`src/rtl/arith_wb_buffer_pkg.sv`:
```
// Shared definitions for the arithmetic FU writeback path: default sizes,
// tag widths and the queued entry layout used by the FU and CDB arbiter.
package arith_wb_buffer_pkg;

  localparam int DEF_XLEN          = 32;
  localparam int DEF_ROB_SIZE      = 256;
  localparam int DEF_PHYS_REG_SIZE = 256;
  localparam int DEF_DEPTH         = 4;

  // Tag width for a table of n entries; never narrower than one bit.
  function automatic int tag_w(input int n);
    return (n <= 2) ? 1 : $clog2(n);
  endfunction

  localparam int ROB_W  = tag_w(DEF_ROB_SIZE);
  localparam int DEST_W = tag_w(DEF_PHYS_REG_SIZE);

  typedef struct packed {
    logic [DEF_XLEN-1:0] result;
    logic [ROB_W-1:0]    rob_entry;
    logic [DEST_W-1:0]   dest_reg;
  } wb_entry_t;

endpackage

```
`src/rtl/arith_wb_buffer_if.sv`:
```
// Bundle between the FU/issue/CDB side and the writeback buffer.
// Handshake: the buffer offers its head whenever cdb_valid=1 and holds every
// cdb_* field stable until a cycle with cdb_valid=1 and cdb_grant=1; that
// cycle is the transfer. cdb_grant with cdb_valid=0 means nothing. The FU side
// has no ready: fu_valid is a push that must be taken, issue_stall is the
// early throttle that keeps it from arriving at a full queue. count is a
// debug view of the queue occupancy.
interface arith_wb_buffer_if #(
  parameter int XLEN   = 32,
  parameter int ROB_W  = 8,
  parameter int DEST_W = 8,
  parameter int CW     = 3
);
  logic              flush;
  logic              fu_valid;
  logic [XLEN-1:0]   fu_result;
  logic [ROB_W-1:0]  fu_rob_entry;
  logic [DEST_W-1:0] fu_dest_reg;
  logic              cdb_valid;
  logic              cdb_grant;
  logic [XLEN-1:0]   cdb_result;
  logic [ROB_W-1:0]  cdb_rob_entry;
  logic [DEST_W-1:0] cdb_dest_reg;
  logic              issue_stall;
  logic              overflow;
  logic [CW-1:0]     count;

  modport slave (
    input  flush, fu_valid, fu_result, fu_rob_entry, fu_dest_reg, cdb_grant,
    output cdb_valid, cdb_result, cdb_rob_entry, cdb_dest_reg, issue_stall,
           overflow, count
  );

  modport master (
    output flush, fu_valid, fu_result, fu_rob_entry, fu_dest_reg, cdb_grant,
    input  cdb_valid, cdb_result, cdb_rob_entry, cdb_dest_reg, issue_stall,
           overflow, count
  );
endinterface

```
`src/rtl/arith_wb_buffer_wb_sync_fifo.sv`:
```
// Small in-order FIFO with wrapping pointers and a synchronous clear.
// The caller guarantees push is only raised when there is room (or a pop in
// the same cycle frees it).
module wb_sync_fifo #(
  parameter int WIDTH = 48,
  parameter int DEPTH = 4,
  parameter int CW    = $clog2(DEPTH) + 1
) (
  input  logic             clk,
  input  logic             rst,
  input  logic             clear,
  input  logic             push,
  input  logic             pop,
  input  logic [WIDTH-1:0] din,
  output logic [WIDTH-1:0] dout,
  output logic [CW-1:0]    count
);
  localparam int AW = $clog2(DEPTH);

  logic [WIDTH-1:0] mem [DEPTH];
  logic [AW-1:0]    head;
  logic [AW-1:0]    tail;

  // Storage write at the tail; contents need no reset since count gates use.
  always_ff @(posedge clk) begin
    if (push) begin
      mem[tail] <= din;
    end
  end

  // Pointer and occupancy bookkeeping; power-of-two depth wraps naturally.
  always_ff @(posedge clk) begin
    if (rst || clear) begin
      head  <= '0;
      tail  <= '0;
      count <= '0;
    end else begin
      if (push) tail <= tail + AW'(1);
      if (pop)  head <= head + AW'(1);
      case ({push, pop})
        2'b10:   count <= count + CW'(1);
        2'b01:   count <= count - CW'(1);
        default: count <= count;
      endcase
    end
  end

  assign dout = mem[head];

endmodule

```
`src/rtl/arith_wb_buffer.sv`:
```
// Writeback buffer between the arithmetic FU and the CDB arbiter. Queues
// every FU result in arrival order, offers the head to the CDB, throttles
// issue one entry early, drops everything on flush and flags a lost result.
module arith_wb_buffer
  import arith_wb_buffer_pkg::*;
#(
  parameter int XLEN          = DEF_XLEN,
  parameter int ROB_SIZE      = DEF_ROB_SIZE,
  parameter int PHYS_REG_SIZE = DEF_PHYS_REG_SIZE,
  parameter int DEPTH         = DEF_DEPTH
) (
  input logic                clk,
  input logic                rst,
  arith_wb_buffer_if.slave   bus
);
  localparam int RW = tag_w(ROB_SIZE);
  localparam int DW = tag_w(PHYS_REG_SIZE);
  localparam int EW = XLEN + RW + DW;
  localparam int CW = $clog2(DEPTH) + 1;

  logic [EW-1:0] din;
  logic [EW-1:0] dout;
  logic [CW-1:0] count;
  logic          full;
  logic          not_empty;
  logic          pop;
  logic          push;
  logic          lost;
  logic          overflow_q;

  assign full      = (count == CW'(DEPTH));
  assign not_empty = (count != '0);
  // A flush cancels both sides of the queue in the same cycle.
  assign pop       = not_empty && bus.cdb_grant && !bus.flush;
  // A full queue still accepts a result when the head leaves that cycle.
  assign push      = bus.fu_valid && !bus.flush && (!full || pop);
  assign lost      = bus.fu_valid && !bus.flush && full && !pop;
  assign din       = {bus.fu_result, bus.fu_rob_entry, bus.fu_dest_reg};

  wb_sync_fifo #(
    .WIDTH (EW),
    .DEPTH (DEPTH),
    .CW    (CW)
  ) u_fifo (
    .clk   (clk),
    .rst   (rst),
    .clear (bus.flush),
    .push  (push),
    .pop   (pop),
    .din   (din),
    .dout  (dout),
    .count (count)
  );

  // Sticky record of a discarded result; only reset clears it, not flush.
  always_ff @(posedge clk) begin
    if (rst) begin
      overflow_q <= 1'b0;
    end else if (lost) begin
      overflow_q <= 1'b1;
    end
  end

  assign bus.cdb_valid = not_empty;
  assign {bus.cdb_result, bus.cdb_rob_entry, bus.cdb_dest_reg} =
      not_empty ? dout : '0;
  // One slot of headroom covers the result of a dispatch already in flight.
  assign bus.issue_stall = (count >= CW'(DEPTH - 1));
  assign bus.overflow    = overflow_q;
  assign bus.count       = count;

endmodule

```
`src/flat_wrapper.sv`:
```
// flat-port wrapper written by rule: the top's interface ports become plain ports
module arith_wb_buffer_flat import arith_wb_buffer_pkg::*;
#(
  parameter int XLEN          = DEF_XLEN,
  parameter int ROB_SIZE      = DEF_ROB_SIZE,
  parameter int PHYS_REG_SIZE = DEF_PHYS_REG_SIZE,
  parameter int DEPTH         = DEF_DEPTH
)
  (clk, rst, bus_flush, bus_fu_valid, bus_fu_result, bus_fu_rob_entry, bus_fu_dest_reg, bus_cdb_grant, bus_cdb_valid, bus_cdb_result, bus_cdb_rob_entry, bus_cdb_dest_reg, bus_issue_stall, bus_overflow, bus_count);
  arith_wb_buffer_if #(.XLEN(XLEN), .ROB_W(8), .DEST_W(8), .CW(3)) bus_i ();
  input logic clk;
  input logic rst;
  input wire logic [$bits(bus_i.flush)-1:0] bus_flush;
  input wire logic [$bits(bus_i.fu_valid)-1:0] bus_fu_valid;
  input wire logic [$bits(bus_i.fu_result)-1:0] bus_fu_result;
  input wire logic [$bits(bus_i.fu_rob_entry)-1:0] bus_fu_rob_entry;
  input wire logic [$bits(bus_i.fu_dest_reg)-1:0] bus_fu_dest_reg;
  input wire logic [$bits(bus_i.cdb_grant)-1:0] bus_cdb_grant;
  output wire logic [$bits(bus_i.cdb_valid)-1:0] bus_cdb_valid;
  output wire logic [$bits(bus_i.cdb_result)-1:0] bus_cdb_result;
  output wire logic [$bits(bus_i.cdb_rob_entry)-1:0] bus_cdb_rob_entry;
  output wire logic [$bits(bus_i.cdb_dest_reg)-1:0] bus_cdb_dest_reg;
  output wire logic [$bits(bus_i.issue_stall)-1:0] bus_issue_stall;
  output wire logic [$bits(bus_i.overflow)-1:0] bus_overflow;
  output wire logic [$bits(bus_i.count)-1:0] bus_count;
  assign bus_i.flush = bus_flush;
  assign bus_i.fu_valid = bus_fu_valid;
  assign bus_i.fu_result = bus_fu_result;
  assign bus_i.fu_rob_entry = bus_fu_rob_entry;
  assign bus_i.fu_dest_reg = bus_fu_dest_reg;
  assign bus_i.cdb_grant = bus_cdb_grant;
  assign bus_cdb_valid = bus_i.cdb_valid;
  assign bus_cdb_result = bus_i.cdb_result;
  assign bus_cdb_rob_entry = bus_i.cdb_rob_entry;
  assign bus_cdb_dest_reg = bus_i.cdb_dest_reg;
  assign bus_issue_stall = bus_i.issue_stall;
  assign bus_overflow = bus_i.overflow;
  assign bus_count = bus_i.count;
  arith_wb_buffer #(.XLEN(XLEN), .ROB_SIZE(ROB_SIZE), .PHYS_REG_SIZE(PHYS_REG_SIZE), .DEPTH(DEPTH)) u_core (.clk(clk), .rst(rst), .bus(bus_i));
endmodule
```
`config.mk`:
```
export PLATFORM = sky130hd
export DESIGN_NAME = arith_wb_buffer_flat
export DESIGN_NICKNAME = d
export VERILOG_FILES = /design/src/rtl/arith_wb_buffer_pkg.sv /design/src/rtl/arith_wb_buffer_if.sv /design/src/rtl/arith_wb_buffer_wb_sync_fifo.sv /design/src/rtl/arith_wb_buffer.sv /design/src/flat_wrapper.sv
export SDC_FILE = /design/constraint.sdc
export NUM_CORES = 1
export LEC_CHECK = 0
export BUFFER_PORTS_ARGS = -buffer_cell sky130_fd_sc_hd__buf_2
export CELL_PAD_IN_SITES_DETAIL_PLACEMENT = 0
export CELL_PAD_IN_SITES_GLOBAL_PLACEMENT = 2
export CORE_UTILIZATION = 44
export CTS_CLUSTER_DIAMETER = 40
export DETAILED_ROUTE_END_ITERATION = 10
export PLACE_DENSITY = 0.9
export SLEW_MARGIN = 5
export SYNTH_ARGS = -nofsm -noshare
export SYNTH_HDL_FRONTEND = slang
export SYNTH_SLANG_ARGS = --single-unit
export TNS_END_PERCENT = 10
```
`constraint.sdc`:
```
create_clock -name clk -period 2.69 [get_ports clk]
set_clock_uncertainty 0.1 [all_clocks]
set_input_delay 0.1345 -clock clk [delete_from_list [all_inputs] [get_ports clk]]
set_output_delay 0.1345 -clock clk [all_outputs]
set_load 0.03 [all_outputs]
```
Yosys cells after proc, flatten, opt, wreduce, memory -nomap -nowiden
Memories as Yosys holds them, arrays and structs flattened. A register that Yosys moved wholly into a read port is not among the register bits.
Index checks and enable logic that the tools add are counted.
{"block": "word_totals", "register_bits": 8, "mem_bits_rw": 192, "in_bits": 53, "elab_cells": 32, "n_memories": 1}
{"block": "op_classes", "add_sub_neg": 4, "magnitude_cmp": 1, "n_eq_ne": 3, "n_mux": 6, "n_reduce_logical": 13}
{"memory": "u_core.u_fifo.mem", "depth": 4, "width": 48, "read_ports": 1, "rd_ports_with_merged_regs": 1, "write_ports": 1, "line_no": "arith_wb_buffer_wb_sync_fifo.sv:20", "source": "logic [WIDTH-1:0] mem [DEPTH];"}
{"cell": "$mux W48", "count": 1}
{"cell": "$logic_and A1 B1 Y1", "count": 6}
{"cell": "$pmux W3 S2", "count": 1}
{"cell": "$add A2 B1 Y2 const B", "count": 2}
{"cell": "$mux W2", "count": 2}
{"cell": "$add A3 B1 Y3 const B", "count": 1}
{"cell": "$eq A3 B3 Y1 const B", "count": 1}
{"cell": "$ge A3 B2 Y1 const B", "count": 1}
{"cell": "$logic_not A1 Y1", "count": 3}
{"cell": "$reduce_bool A3 Y1", "count": 1}
{"cell": "$sub A3 B1 Y3 const B", "count": 1}
{"cell": "$eq A2 B1 Y1 const B", "count": 1}
{"cell": "$eq A2 B2 Y1 const B", "count": 1}
{"cell": "$logic_or A1 B1 Y1", "count": 2}
{"cell": "$mux W1", "count": 2}
{"cell": "$reduce_bool A2 Y1", "count": 1}

Logic depth before layout (Yosys ltp)
{"block": "logic_depth", "ltp_word": 7, "mapped_depth": 9, "depth_no_buf": 7}

By module
Synthesis repeated with hierarchy kept, for this count alone.
{"block": "unflattened", "cells_unflattened": 359, "hier_area_um2": 7795.0}
{"mod": "wb_sync_fifo", "instances": 1, "cells_per_inst": 296, "area_each_um2": 7347.0, "seq_area_each_um2": 5945.7}
{"mod": "arith_wb_buffer", "instances": 1, "cells_per_inst": 63, "area_each_um2": 447.9, "seq_area_each_um2": 20.0}

Least setup slack after synthesis
Ideal clock, no wire load.
{"block": "synth_timing", "kind": "register to register", "start": "register u_core.u_fifo.count[1]", "end": "memory u_core.u_fifo.mem[1][0] (enable)", "setup_ns": 0.410, "t_arrival_ns": 2.208, "required_time_ns": 2.180, "setup_slack_ns": -0.028, "path_stages_with_launch": 4, "path_buffers": 0, "period_less_slack_ns": 2.718, "cell_sequence": "dfxtp_1 -> nor4b_2 -> nor2_1 -> and2_1"}
{"block": "synth_between", "elab_chain_len": 7}
{"item": "start, declared", "line_no": "arith_wb_buffer_wb_sync_fifo.sv:16", "source": "output logic [CW-1:0] count"}
{"item": "start signal, assigned", "line_no": "arith_wb_buffer_wb_sync_fifo.sv:41", "source": "2'b10: count <= count + CW'(1);"}
{"item": "start signal, assigned", "line_no": "arith_wb_buffer_wb_sync_fifo.sv:42", "source": "2'b01: count <= count - CW'(1);"}
{"item": "start signal, assigned", "line_no": "arith_wb_buffer_wb_sync_fifo.sv:43", "source": "default: count <= count;"}
{"item": "$reduce_bool A3 Y1", "line_no": "arith_wb_buffer.sv:32", "source": "assign not_empty = (count != '0);"}
{"item": "$logic_and A1 B1 Y1 (2 in series)", "line_no": "arith_wb_buffer.sv:34", "source": "assign pop = not_empty && bus.cdb_grant && !bus.flush;"}
{"item": "$logic_or A1 B1 Y1 (*)", "line_no": "arith_wb_buffer.sv:36", "source": "assign push = bus.fu_valid && !bus.flush && (!full || pop);"}
{"item": "$logic_and A1 B1 Y1 (*)", "line_no": "arith_wb_buffer.sv:36"}
{"item": "$mux W1 (*)", "line_no": "arith_wb_buffer_wb_sync_fifo.sv:26", "source": "if (push) begin"}
{"item": "$mux W1 (not written as such) (*)", "line_no": "arith_wb_buffer_wb_sync_fifo.sv:27", "source": "mem[tail] <= din;"}
{"item": "end, declared", "line_no": "arith_wb_buffer_wb_sync_fifo.sv:20"}
Every way passes the cells marked *; elsewhere a longest branch is shown, timed or not.

==> run_results.csv <==
group,metric,value,unit
synthesis,yosys_warnings,0,
floorplan,pin_count,107,
critical_path,critPathTopFamily,"flip-flops",
floorplan,dieHeight,135.4,µm
timing,fmax,0.4020,GHz
drt,routed_via_density,5.158,
critical_path,worstSetupEndpointType,"primary output",
synthesis,synthArstFlopShare,0,
placed_design,hpwl,9.078,mm
global_route,grt_max_degree,53,
synthesis,ys_seq_elements,202,
finish,layout-drive-gt1-share,0.3918,
power_and_ir_drop,p_seq_frac,0.471,
synthesis,synth_ff_type,"edfxtp_1",
critical_path,crit_slowest_cell,"dfxtp_4",
clock_network,cts_buffers,26,
finish,area_growth_syn_to_layout,29.16,%
critical_path,startpoint_type,"flip-flop",
synthesis,synth-edff-count,192,
synthesis,synth_nets,424,
clock_network,htreeDepth,1,
clock_network,cts-resized-gates,0,
clock_network,cts_setup_buffers,0,
global_route,grt_pass1_vias,4313,
synthesis,seq_area_frac_synth,0.7623,
synthesis,synth_cell_type_count,33,
synthesis,synth.avg_cell_area,21.38,µm²
critical_path,cp_num_buf_inv,2,
power_and_ir_drop,p_per_area,736.6,nW/µm²
timing,slew_viol_final,0,
drt,drc,0,
flow_run,max_cap_violations,0,
clock_network,postCtsHoldBufs,51,
global_route,antenna_found_initial,0,
power_and_ir_drop,vdd_drop_max,0.0004801,V
timing,rsz0062_at_grt,"no",
clock_network,cts_tree,"built",
floorplan,die_area,18320,µm²
clock_network,clk_pin_slew_worst_paths,50,ps
drt,vias,4070,
finish,final_common_cell,"edfxtp_1",
critical_path,crit_chain,"buf_4 > mux4_2 > and2_1 > buf_2",
timing,finalSetupTns,0,ps
placed_design,portBuffers,106,
finish,mostFrequentLayoutCells,"edfxtp_1, buf_2, dlygate4sd3_1, mux4_2, and2_1",
floorplan,initial_core_util,0.4509,
placed_design,place.gp.congestion,0.7394,
floorplan,rows,48,
clock_network,root_buffer,"clkbuf_16",
power_and_ir_drop,pwr-share-clk,0.477,
finish,antennaDiodeCount,0,
clock_network,numClockSinks,202,
timing,setup_viol,0,
critical_path,crit_required,2460,ps
critical_path,crit_path_max_incr_delay,540,ps
global_route,gr-usage-all-layers,0.1702,
power_and_ir_drop,intPower,0.005866,W
synthesis,synth_area,7826,µm²
timing,layout_worst_path_cycle_share,0.9248,
clock_network,clk_latency,500,ps
drt,ant_nets,0,
critical_path,cp_max_fo,15,
drt,wl_per_cell,18.98,µm
floorplan,die_w,135.4,µm
drt,drt_wl_total,14.98,mm
global_route,overflow,0,
global_route,grt_pass1_wl,23.29,mm
critical_path,criticalPathCategory,"flip-flop to primary output",
status,outcome,"finished, final reports clean",
synthesis,post_synth_inst_count,366,
timing,hold_viol_final,0,
critical_path,cp.arrival,2250,ps
timing,slew_headroom,0.5219,
hold_path,hold_class,"primary input to flip-flop",
placed_design,dpl.cell_count,690,
power_and_ir_drop,p_comb_frac,0.052,
clock_network,clockBufferDepth,3,
power_and_ir_drop,switching_share,0.2121,
finish,fin_cells,789,
power_and_ir_drop,leakage,3.576,nW
timing,worst_pin_slew,717.2,ps
finish,fin_nets,602,
drt,dr.pass1.iters,4,
timing,layout_min_cycle_time,2488,ps
drt,first_iter_violations,263,
floorplan,core_area,17360,µm²
power_and_ir_drop,p_switching,0.001580,W
==> stage by stage <==
stage | power, W | cell area, µm² | utilization | hold WS, ps | setup WS, ps
6_report | 0.007446 | 10110 | 0.5824 | 71.53 | 202.3
5_1_grt | 0.007663 | 10110 | 0.5824 | 100.3 | 59.54
4_1_cts | 0.007512 | 10110 | 0.5824 | 67.87 | 143.0
3_5_place_dp | 0.003906 | 8688 | 0.5006 | 206.0 | 292.5
3_3_place_gp | 0.003892 | 8688 | 0.5006 | 207.0 | 352.5
2_1_floorplan | 0.003761 | 7828 | - | 106.9 | -27.89
==> final cells by class <==
| class | instances | area, µm² |
|---|---|---|
| Fill cell | 1285 | 7248 |
| Sequential cell | 202 | 5971 |
| Multi-Input combinational cell | 141 | 1754 |
| Timing Repair Buffer | 168 | 1174 |
| Clock buffer | 30 | 665.6 |
| Tap cell | 225 | 281.5 |
| Clock inverter | 18 | 244.0 |
| Inverter | 5 | 18.77 |
==> power groups by stage <==
stage	clock network (W)	logic, W	registers [W]
floorplan	0	0.000192	0.00357
global placement	0	0.000326	0.00357
detailed placement	0	0.000335	0.00357
CTS	0.00361	0.000394	0.00351
global route	0.00374	0.000419	0.00351
finish	0.00355	0.000389	0.00350
==> path summary, 6_finish.rpt <==
kind / cells past startpoint / end / slack [ps] / from
setup / recovery: 4 / bus_cdb_rob_entry[4] / 200 / flip-flop
hold / removal: 4 / u_core.u_fifo.count[1]$_SDFFE_PP0P_ / 70 / bus_fu_valid
setup reg to reg: 5 / u_core.u_fifo.mem[3][34]$_DFFE_PP_ / 300 / u_core.u_fifo.count[1]$_SDFFE_PP0P_
hold reg to reg: 2 / flip-flop / 420 / u_core.u_fifo.head[1]$_SDFFE_PP0P_
==> cell families (layout without fill, tap and decap cells) <==
family,after synthesis,in the layout,synth area share
compound gates,9,9,0.01343
xor+xnor,5,5,0.005597
fa+ha+maj,5,5,0.008953
buf+inv,23,221,0.01439
flops,202,202,0.7623
mux,48,48,0.1381
simple gates,74,74,0.05723
==> worst reg2reg max path: cells and delay by family, from the launching register on <==
family / cells / cell delay [ps]
buffers and inverters: 2 / 450
DFF: 1 / 470
and+or+nand+nor: 3 / 1060
==> state kept, by name, summed over array words and instances (netlist names), named ones only <==
signal,flops
u_core.u_fifo.tail,2
u_core.u_fifo.mem,192
u_core.u_fifo.head,2
u_core.u_fifo.count,3
u_core.bus.overflow,1
==> per-layer routing <==
layer | vias up | global-route usage | share of wire
li1 | 1832 | - | -
met2 | 109 | 0.2991 | 0.52
met4 | 0 | 0.05618 | 0.020
met5 | - | 0 | 0
met1 | 2100 | 0.2173 | 0.42
met3 | 29 | 0.02432 | 0.044
==> Yosys cell counts, drive strengths merged (2+ instances only) <==
cell     instances  area (µm²)
and2            52       325.3
mux4            48        1081
clkbuf           6       22.52
nor3             2       15.01
inv              5       18.77
or2              2       12.51
ha               4       50.05
a2111oi          2       55.05
dfxtp           10       200.2
nor2            10       37.54
buf             12       71.32
edfxtp         192        5766
nand2            2       7.510
xnor2            3       26.28
xor2             2       17.52
Power figures use the tool's default switching activity.
